<file path="src/rtl/h_axi_write_front.sv">
// h_axi_write_front: AXI4 write-channel front end of the AXI->AHB bridge (AW latch, W beat pass, B return).
// Latency: AW accept -> w_ready possible from the next cycle; last beat -> b_valid the next cycle.
// Backpressure: w_ready follows beat_ready only in DATA; B held stable until b_ready; one burst outstanding.
// Optional feature: define H_AXI_WR_TIMEOUT_EN to close a burst with SLVERR after TIMEOUT idle W cycles.
module h_axi_write_front #(
  parameter int ADDR_W  = 32,
  parameter int DATA_W  = 32,
  parameter int ID_W    = 4,
  parameter int TIMEOUT = 255
) (
  input  logic                clk,
  input  logic                resetn,
  // AW channel
  input  logic                aw_valid,
  output logic                aw_ready,
  input  logic [ID_W-1:0]     aw_id,
  input  logic [ADDR_W-1:0]   aw_addr,
  input  logic [3:0]          aw_len,
  input  logic [2:0]          aw_size,
  // W channel
  input  logic                w_valid,
  output logic                w_ready,
  input  logic [DATA_W-1:0]   w_data,
  input  logic [DATA_W/8-1:0] w_strb,
  input  logic                w_last,
  // B channel
  output logic                b_valid,
  input  logic                b_ready,
  output logic [ID_W-1:0]     b_id,
  output logic [1:0]          b_resp,
  // burst parameters to the AHB address counter
  output logic [ADDR_W-1:0]   base_addr,
  output logic [3:0]          len,
  output logic [2:0]          size,
  // beat interface to the AHB write stage
  input  logic                beat_ready,
  output logic                beat_fire,
  output logic                beat_last,
  output logic [DATA_W-1:0]   beat_data,
  output logic [DATA_W/8-1:0] beat_strb,
  input  logic                len_error,
  input  logic                hresp_err
);

  typedef enum logic [1:0] {
    IDLE = 2'd0,
    DATA = 2'd1,
    RESP = 2'd2
  } state_t;

  state_t state, state_nxt;

  logic [ID_W-1:0]   id_q;
  logic [ADDR_W-1:0] addr_q;
  logic [3:0]        len_q;
  logic [2:0]        size_q;
  logic              err_q;
  logic [3:0]        beat_cnt_q;

  logic size_illegal;
  logic aw_fire;
  logic b_fire;
  logic timeout_hit;

  // A beat wider than the data bus cannot be carried, so the burst is flagged at AW time.
  assign size_illegal = (32'd8 << aw_size) > 32'(DATA_W);

  assign aw_fire   = aw_valid & aw_ready;
  assign b_fire    = b_valid & b_ready;
  assign beat_fire = w_valid & w_ready;
  assign beat_last = beat_fire & w_last;
  assign beat_data = w_data;
  assign beat_strb = w_strb;

  assign b_id      = id_q;
  assign base_addr = addr_q;
  assign len       = len_q;
  assign size      = size_q;
  // Response code only presented while B is valid; an error anywhere in the burst yields one SLVERR.
  assign b_resp    = (b_valid && err_q) ? 2'b10 : 2'b00;

`ifdef H_AXI_WR_TIMEOUT_EN
  logic [7:0] idle_cnt_q;

  assign timeout_hit = (state == DATA) && !beat_fire && (idle_cnt_q == 8'(TIMEOUT - 1));

  // Count consecutive DATA cycles without a transferred beat; any beat restarts the count.
  always_ff @(posedge clk or negedge resetn) begin
    if (!resetn) begin
      idle_cnt_q <= 8'd0;
    end else if (state != DATA || beat_fire || timeout_hit) begin
      idle_cnt_q <= 8'd0;
    end else begin
      idle_cnt_q <= idle_cnt_q + 8'd1;
    end
  end
`else
  logic unused_timeout_cfg;

  assign timeout_hit        = 1'b0;
  assign unused_timeout_cfg = ^(32'(TIMEOUT));
`endif

  // State register.
  always_ff @(posedge clk or negedge resetn) begin
    if (!resetn) begin
      state <= IDLE;
    end else begin
      state <= state_nxt;
    end
  end

  // Next-state and handshake outputs; W is only accepted while a burst is open.
  always_comb begin
    state_nxt = state;
    aw_ready  = 1'b0;
    w_ready   = 1'b0;
    b_valid   = 1'b0;
    case (state)
      IDLE: begin
        aw_ready = 1'b1;
        if (aw_valid) begin
          state_nxt = DATA;
        end
      end
      DATA: begin
        w_ready = beat_ready;
        if (w_valid && beat_ready && w_last) begin
          state_nxt = RESP;
        end else if (timeout_hit) begin
          state_nxt = RESP;
        end
      end
      RESP: begin
        b_valid = 1'b1;
        if (b_ready) begin
          state_nxt = IDLE;
        end
      end
      default: begin
        state_nxt = IDLE;
      end
    endcase
  end

  // Burst context, error accumulation and beat counting.
  always_ff @(posedge clk or negedge resetn) begin
    if (!resetn) begin
      id_q       <= '0;
      addr_q     <= '0;
      len_q      <= 4'd0;
      size_q     <= 3'd0;
      err_q      <= 1'b0;
      beat_cnt_q <= 4'd0;
    end else begin
      if (aw_fire) begin
        id_q       <= aw_id;
        addr_q     <= aw_addr;
        len_q      <= aw_len;
        size_q     <= aw_size;
        err_q      <= size_illegal;
        beat_cnt_q <= 4'd0;
      end else if (state == DATA) begin
        if (beat_fire) begin
          beat_cnt_q <= beat_cnt_q + 4'd1;
          // beat_cnt_q counts beats before this one, so on the last beat it must equal len.
          err_q <= err_q | hresp_err | (w_last & (len_error | (beat_cnt_q != len_q)));
        end else if (timeout_hit) begin
          err_q <= 1'b1;
        end
      end else if (b_fire) begin
        err_q      <= 1'b0;
        beat_cnt_q <= 4'd0;
      end
    end
  end

endmodule
</file>
<file path="config.mk">
export PLATFORM = sky130hd
export DESIGN_NAME = h_axi_write_front
export DESIGN_NICKNAME = d
export VERILOG_FILES = /design/src/rtl/h_axi_write_front.sv
export SDC_FILE = /design/constraint.sdc
export NUM_CORES = 1
export LEC_CHECK = 0
export BUFFER_PORTS_ARGS = -buffer_cell sky130_fd_sc_hd__buf_2
export CAP_MARGIN = 20
export CORE_MARGIN = 1
export CORE_UTILIZATION = 36
export CTS_CLUSTER_SIZE = 28
export DETAILED_ROUTE_END_ITERATION = 8
export PLACE_DENSITY = 0.76
export SLEW_MARGIN = 20
export SYNTH_ARGS = -nofsm -noshare
export SYNTH_HDL_FRONTEND = slang
export SYNTH_SLANG_ARGS = --single-unit
</file>
<file path="constraint.sdc">
create_clock -name clk -period 1.31 [get_ports clk]
set_input_delay 0.131 -clock clk [delete_from_list [all_inputs] [get_ports clk]]
set_output_delay 0.131 -clock clk [all_outputs]
set_load 0.01 [all_outputs]
</file>
==> key figures, run 1 <==
Status
  • Outcome: finished, violations left
  • Failing checks: setup timing

Setup path
  • CP endpoint kind: register
  • Arrival @ worst endpoint: 1810 ps
  • Worst r2r dst: beat_cnt_q[3]
  • Crit start category: register
  • FF-to-FF Start: state[1]
  • WP data required: 1550 ps
  • CP Class: register to register
  • FF-to-FF path depth: 6
  • Max FO, Critical Path: 6
  • Setup slack, reg-to-reg: -260 ps

GRT
  • GR Util All Layers: 13.1%
  • First-pass GRT wire length: 6.73 mm
  • Largest net degree at the start of global routing: 51
  • Initial antenna violation count: 0
  • GRT overflow: 0
  • Number of global-route vias before repair: 1482

Clocking
  • Clk slew on worst S/H paths: 90 ps
  • Clk sink count: 50
  • H-tree depth: 2
  • Total CTS buffers: 5
  • Clock latency on the worst-skew pair: 300 ps
  • Clock Tree Buf Depth: 2
  • Root Buffer Master: clkbuf_8
  • CTS tree: yes

Yosys
  • Post-Syn Instances: 174
  • Seq cells post-synth: 50
  • Syn Nets: 263
  • Cell area after synthesis: 2320 µm²
  • EDFF count, synth: 0
  • Cell with the most instances after synthesis: dfrtp_1
  • Avg Cell Area, Syn: 13.3 µm²
  • Top cells by area, synth: dfrtp_1 54%, mux2_1 21%, buf_4 14%
  • Commonest cells in the netlist: 50 x dfrtp_1, 43 x mux2_1, 42 x buf_4
  • Post-synthesis sequential area ratio: 53.9%
  • Post-synth top area share: 53.9%
  • Yosys top cell by area: dfrtp_1
  • Cell variety after synth: 28
  • Post-synth ARST share: 100%
  • Synth Warn #: 0
  • Ys flop type: dfrtp_1

Die
  • DIE WIDTH: 82.3 µm
  • Core area: 6060 µm²
  • Initial Util: 38.3%
  • # IOs: 174
  • Die height: 82.3 µm
  • Rows: 28
  • Die ar.: 6770 µm²

STA
  • Fin crit period: 1570 ps
  • Slew Limit Fails: 0
  • Fin Hold WS: 42.2 ps
  • F_max: 637 MHz
  • Fin worst setup slack: -261 ps
  • Fraction of the cycle the final worst path needs: 120%
  • Final Hold Vio Count: 0
  • # setup viols final: 53
  • RSZ-0062 raised after global routing: yes
  • Post-Route Skew: 7.72 ps
  • Setup TNS: -11370 ps

Hold path
  • Hold Startpoint: aw_addr[17]
  • HP Class: input pin to register
  • Worst Hold End: base_addr[17]
  • Hold depth: 2

Drt
  • Final wirelength: 4.94 mm
  • Vias/cell: 4.68
  • DRC: 0
  • Initial DRC Count: 29
  • Drt wl/cell: 14.5 µm
  • Initial DRT Pass Iterations: 4
  • Post-route ant nets: 0
  • Vias: 1591

Final layout
  • Layout cells sized above 1: 64.9%
  • Antenna diodes: 0
  • Nets: 353
  • Area grow syn2layout: 35.9%

Flow run
  • Max Cap Violations: 0

Placed design
  • DP Wirelength: 3.20 mm
  • # port buffers: 100
  • GP Congestion: 0.778

Power
  • Leakage power: 0.00161 µW
  • Pwr per Cell Area: 2230 nW/µm²
  • VDD IR-drop max: 0.000984 V
  • Tot Pwr: 7030 µW
-- repair_timing --
action,in CTS,in global routing
setup endpoints to repair,53,54
endpoints found under the hold margin,50,0
pin swaps,3,1
gates resized for setup,18,36
setup buffers,7,6
gates cloned,0,1
hold buffers,1,0
-- how the worst max path moves through the flow --
stage | cells past startpoint | startpoint | slack (ps) | to
finish | 6 | state[1] | -260 | beat_cnt_q[3]
global route | 6 | state[1] | -350 | beat_cnt_q[3]
CTS | 5 | state[1] | -220 | size[0]
detailed placement | 3 | state[0] | -170 | base_addr[26]
global placement | 3 | state[0] | -130 | b_id[2]
floorplan | 4 | state[0] | -90 | b_id[0]
-- state kept, by name (all words and copies together) (netlist names) --
register / cells
state: 2
err_q: 1
base_addr: 32
beat_cnt_q: 4
len: 4
size: 3
b_id: 4
-- worst max-delay path: stages, from the launching register on --
cell and delay [ps]:
dfrtp_1 430, buf_6 140, nor3b_4 220, buf_6 190
a211oi_4 50, or4_1 410, nand3_1 80
-- metal layers --
layer	wire length [µm]	GRT usage, %
met2	2410	22.2
met5	0	0
met3	339	3.96
met4	68	4.91
met1	2120	15.5
-- logic make-up (layout without fill, tap and decap cells) --
group | Yosys count | after routing | synth area share [%]
AO/OA/AOI/OAI | 11 | 11 | 3.29
XOR/XNOR | 4 | 4 | 1.51
adder cells (fa/ha/maj) | 1 | 1 | 0.539
buffers and inverters | 44 | 135 | 14.2
flip-flops | 50 | 50 | 53.9
multiplexers | 44 | 44 | 21.3
other | 1 | 1 | 0.162
AND/OR/NAND/NOR | 19 | 19 | 5.01
-- metrics by stage --
| step | worst slack, ps | std cells | area (µm²) | utilization (%) |
|---|---|---|---|---|
| CTS | -219 | 333 | 2940 | 48.6 |
| global route | -352 | 340 | 3150 | 52.0 |
| detailed placement | -169 | 317 | 2720 | 44.9 |
| floorplan | -87.4 | 174 | 2340 | - |
| finish | -261 | 340 | 3150 | 52.0 |
| global placement | -134 | 317 | 2720 | 44.9 |
-- area by class of cell --
class                           count  area, µm²
Clock buffer                        6       82.6
Clock inverter                      2       12.5
Fill cell                         529       2910
Inverter                            1       3.75
Multi-Input combinational cell     80        885
Sequential cell                    50       1250
Tap cell                           75       93.8
Timing Repair Buffer              126        825
-- power by group --
group	internal [µW]	switching (µW)
combinational	2000	1330
clock	425	499
sequential	2310	458
total	4740	2290
-- cell usage in the layout, fill, tap and decap left out, types with 2 or more instances in the layout --
| cell | netlist | layout |
|---|---|---|
| nand2_1 | 2 | 2 |
| mux2_4 | 0 | 31 |
| nand3_1 | 5 | 5 |
| and2_4 | 0 | 2 |
| buf_4 | 42 | 11 |
| a21o_1 | 3 | 3 |
| buf_12 | 0 | 4 |
| clkbuf_8 | 0 | 6 |
| o21ai_1 | 3 | 3 |
| buf_2 | 0 | 96 |
| mux2_1 | 43 | 12 |
| buf_6 | 1 | 13 |
| xnor2_1 | 3 | 3 |
| dfrtp_1 | 50 | 49 |
Power figures use the tool's default switching activity.
==> run 2: changes to the inputs <==
- CTS_BUF_LIST: default -> sky130_fd_sc_hd__clkbuf_16
==> run 2 against run 1 <==
Effect of this change:
- the flow still finishes with violations (setup timing)
- sequential cell count unchanged
- largest cell class unchanged
- utilization is 0.72 points higher
- critical endpoint unchanged
- routed wire length decreased by 0.63%
- total power up 4.4%
- first-iteration DRC count increased by 3.4%
==> key figures, run 2 (synthesized netlist as in run 1, its figures left out) <==
Setup path
  • CP endpoint kind: register (unchanged)
  • Max FO, Critical Path: 6 (unchanged)
  • Arrival @ worst endpoint: 1760 ps (was 1810 ps)
  • Crit start category: register (unchanged)
  • FF-to-FF path depth: 6 (unchanged)
  • FF-to-FF Start: state[1] (unchanged)
  • Worst r2r dst: beat_cnt_q[3] (unchanged)
  • Setup slack, reg-to-reg: -230 ps (was -260 ps)
  • WP data required: 1530 ps (was 1550 ps)
  • CP Class: register to register (unchanged)

STA
  • Fin worst setup slack: -228 ps (was -261 ps)
  • F_max: 650 MHz (was 637 MHz)
  • # setup viols final: 53 (unchanged)
  • Post-Route Skew: 4.37 ps (was 7.72 ps)
  • Fraction of the cycle the final worst path needs: 117% (was 120%)
  • Final Hold Vio Count: 0 (unchanged)
  • RSZ-0062 raised after global routing: yes (unchanged)
  • Slew Limit Fails: 0 (unchanged)
  • Fin crit period: 1540 ps (was 1570 ps)

Power
  • Leakage power: 0.00163 µW (was 0.00161 µW)
  • Clock power share: 16.8% (was 13.2%)
  • Int Pwr: 5000 µW (was 4740 µW)
  • Switching fraction of total power: 31.8% (was 32.6%)
  • VDD IR-drop max: 0.00107 V (was 0.000984 V)
  • NetSw: 2330 µW (was 2290 µW)
  • Pwr per Cell Area: 2290 nW/µm² (was 2230 nW/µm²)
  • Comb pwr share: 45.4% (was 47.4%)
  • Sequential Power Share: 37.8% (was 39.4%)

Final layout
  • Antenna diodes: 0 (unchanged)
  • Max reg flops: 32 (unchanged)
  • Layout fillers: 521 (was 529)
  • Commonest non-fill, non-tap cells in the layout: 94 x buf_2, 49 x dfrtp_1, 28 x mux2_4 (was 96 x buf_2, 49 x dfrtp_1, 31 x mux2_4)
  • Layout cells sized above 1: 63.8% (was 64.9%)
  • Area grow syn2layout: 37.8% (was 35.9%)
  • Most common cell after layout, fill and taps aside: buf_2 (unchanged)
  • Fin util: 52.8% (was 52.0%)
  • Nets: 353 (unchanged)

Die
  • Initial Util: 38.3% (unchanged)
  • DIE WIDTH: 82.3 µm (unchanged)
  • Die ar.: 6770 µm² (unchanged)
  • Die height: 82.3 µm (unchanged)
  • # IOs: 174 (unchanged)
  • Rows: 28 (unchanged)
  • Core area: 6060 µm² (unchanged)

Placed design
  • DP Wirelength: 3.20 mm (unchanged)
  • DP Worst Slack: -169 ps (unchanged)
  • GP Congestion: 0.778 (unchanged)
  • # port buffers: 100 (unchanged)

GRT
  • Largest net degree at the start of global routing: 51 (unchanged)
  • GRT overflow: 0 (unchanged)
  • Number of global-route vias before repair: 1498 (was 1482)
  • Initial antenna violation count: 0 (unchanged)
  • First-pass GRT wire length: 6.80 mm (was 6.73 mm)
  • GR Util All Layers: 13.3% (was 13.1%)

Hold path
  • Hold depth: 2 (unchanged)
  • Worst Hold End: base_addr[15] (was base_addr[17])
  • HP Class: input pin to register (unchanged)
  • Hold Startpoint: aw_addr[15] (was aw_addr[17])

Clocking
  • H-tree depth: 2 (unchanged)
  • Root Buffer Master: clkbuf_16 (was clkbuf_8)
  • Total CTS buffers: 5 (unchanged)
  • Clk slew on worst S/H paths: 60 ps (was 90 ps)
  • Clk sink count: 50 (unchanged)
  • Clock Tree Buf Depth: 2 (unchanged)
  • CTS tree: yes (unchanged)
  • Clock latency on the worst-skew pair: 280 ps (was 300 ps)

Drt
  • Top Metal Used: met4 (unchanged)
  • Vias: 1604 (was 1591)
  • DR WL met3: 368 µm (was 339 µm)
  • Drt wl/cell: 14.4 µm (was 14.5 µm)
  • M1 WL: 2.05 mm (was 2.12 mm)
  • Initial DRT Pass Iterations: 4 (unchanged)
  • DRC: 0 (unchanged)
  • Initial DRC Count: 30 (was 29)
  • WL met2: 2.43 mm (was 2.41 mm)
  • Post-route ant nets: 0 (unchanged)
  • Final wirelength: 4.91 mm (was 4.94 mm)
  • Vias/cell: 4.72 (was 4.68)

Status
  • Failing checks: setup timing (unchanged)
  • Outcome: finished, violations left (unchanged)

Flow run
  • Max Cap Violations: 0 (unchanged)
==> run 2: cell types whose count changed in the layout (fill, tap and decap cells not counted), moves of 2 or more <==
cell	before	now
clkbuf_16	1	6
mux2_1	12	15
clkbuf_8	6	0
mux2_4	31	28
buf_2	96	94
==> run 2: final cells by class <==
type / instances / area [µm²] / share of cell area (%)
Clock buffer: 5 / 125 / 3.91
Clock inverter: 3 / 16.3 / 0.509
Inverter: 1 / 3.75 / 0.117
Multi-Input combinational cell: 80 / 873 / 27.3
Sequential cell: 50 / 1250 / 39.2
Tap cell: 75 / 93.8 / 2.93
Timing Repair Buffer: 126 / 833 / 26.1
==> run 2: through the flow <==
stage                     instances  hold WS, ps  total power, µW  TNS (ps)  instance area, µm²
after global placement          317          141             5230     -5190                2720
after detailed placement        317          145             5330     -6330                2720
final                           340         61.4             7340    -10040                3200
after global routing            340         56.1             7850    -13220                3200
after floorplan                 174         -165             4300     -3270                2340
after CTS                       334         53.0             6860     -8920                3020
==> run 2: layer usage <==
layer / GRT usage (%) / vias up
met3: 3.96 / 14
met5: 0 / -
li1: - / 735
met1: 15.7 / 777
met4: 5.44 / 0
met2: 22.4 / 78
==> run 2: worst max path at each step <==
stage | slack, ps | startpoint | end
2_1_floorplan | -90 | state[0] | b_id[0]
3_3_place_gp | -130 | state[0] | b_id[2]
3_5_place_dp | -170 | state[0] | base_addr[26]
4_1_cts | -200 | state[1] | size[0]
5_1_grt | -320 | state[1] | beat_cnt_q[3]
6_report | -230 | state[1] | beat_cnt_q[3]
==> run 2: power groups by stage <==
stage          sequential (µW)  clock (µW)  combinational, µW
2_1_floorplan             3070           0               1240
3_3_place_gp              2740           0               2490
3_5_place_dp              2770           0               2560
4_1_cts                   2750        1290               2820
5_1_grt                   2890        1360               3600
6_report                  2770        1230               3330
==> run 2: worst max-delay path, cell delays in order (launching register included) <==
cell	delay (ps)
dfrtp_1	420
buf_6	140
nor3b_4	210
buf_6	180
a211oi_2	50
or4_1	400
nand3_1	80
==> run 2: timing repair <==
action                                 4_1_cts  5_1_grt
cloned                                       0        1
setup endpoints to repair                   53       54
hold buffers                                 1        0
pin swaps                                    4        2
endpoints found under the hold margin       50        0
setup buffers                                8        5
resized for setup                           25       28
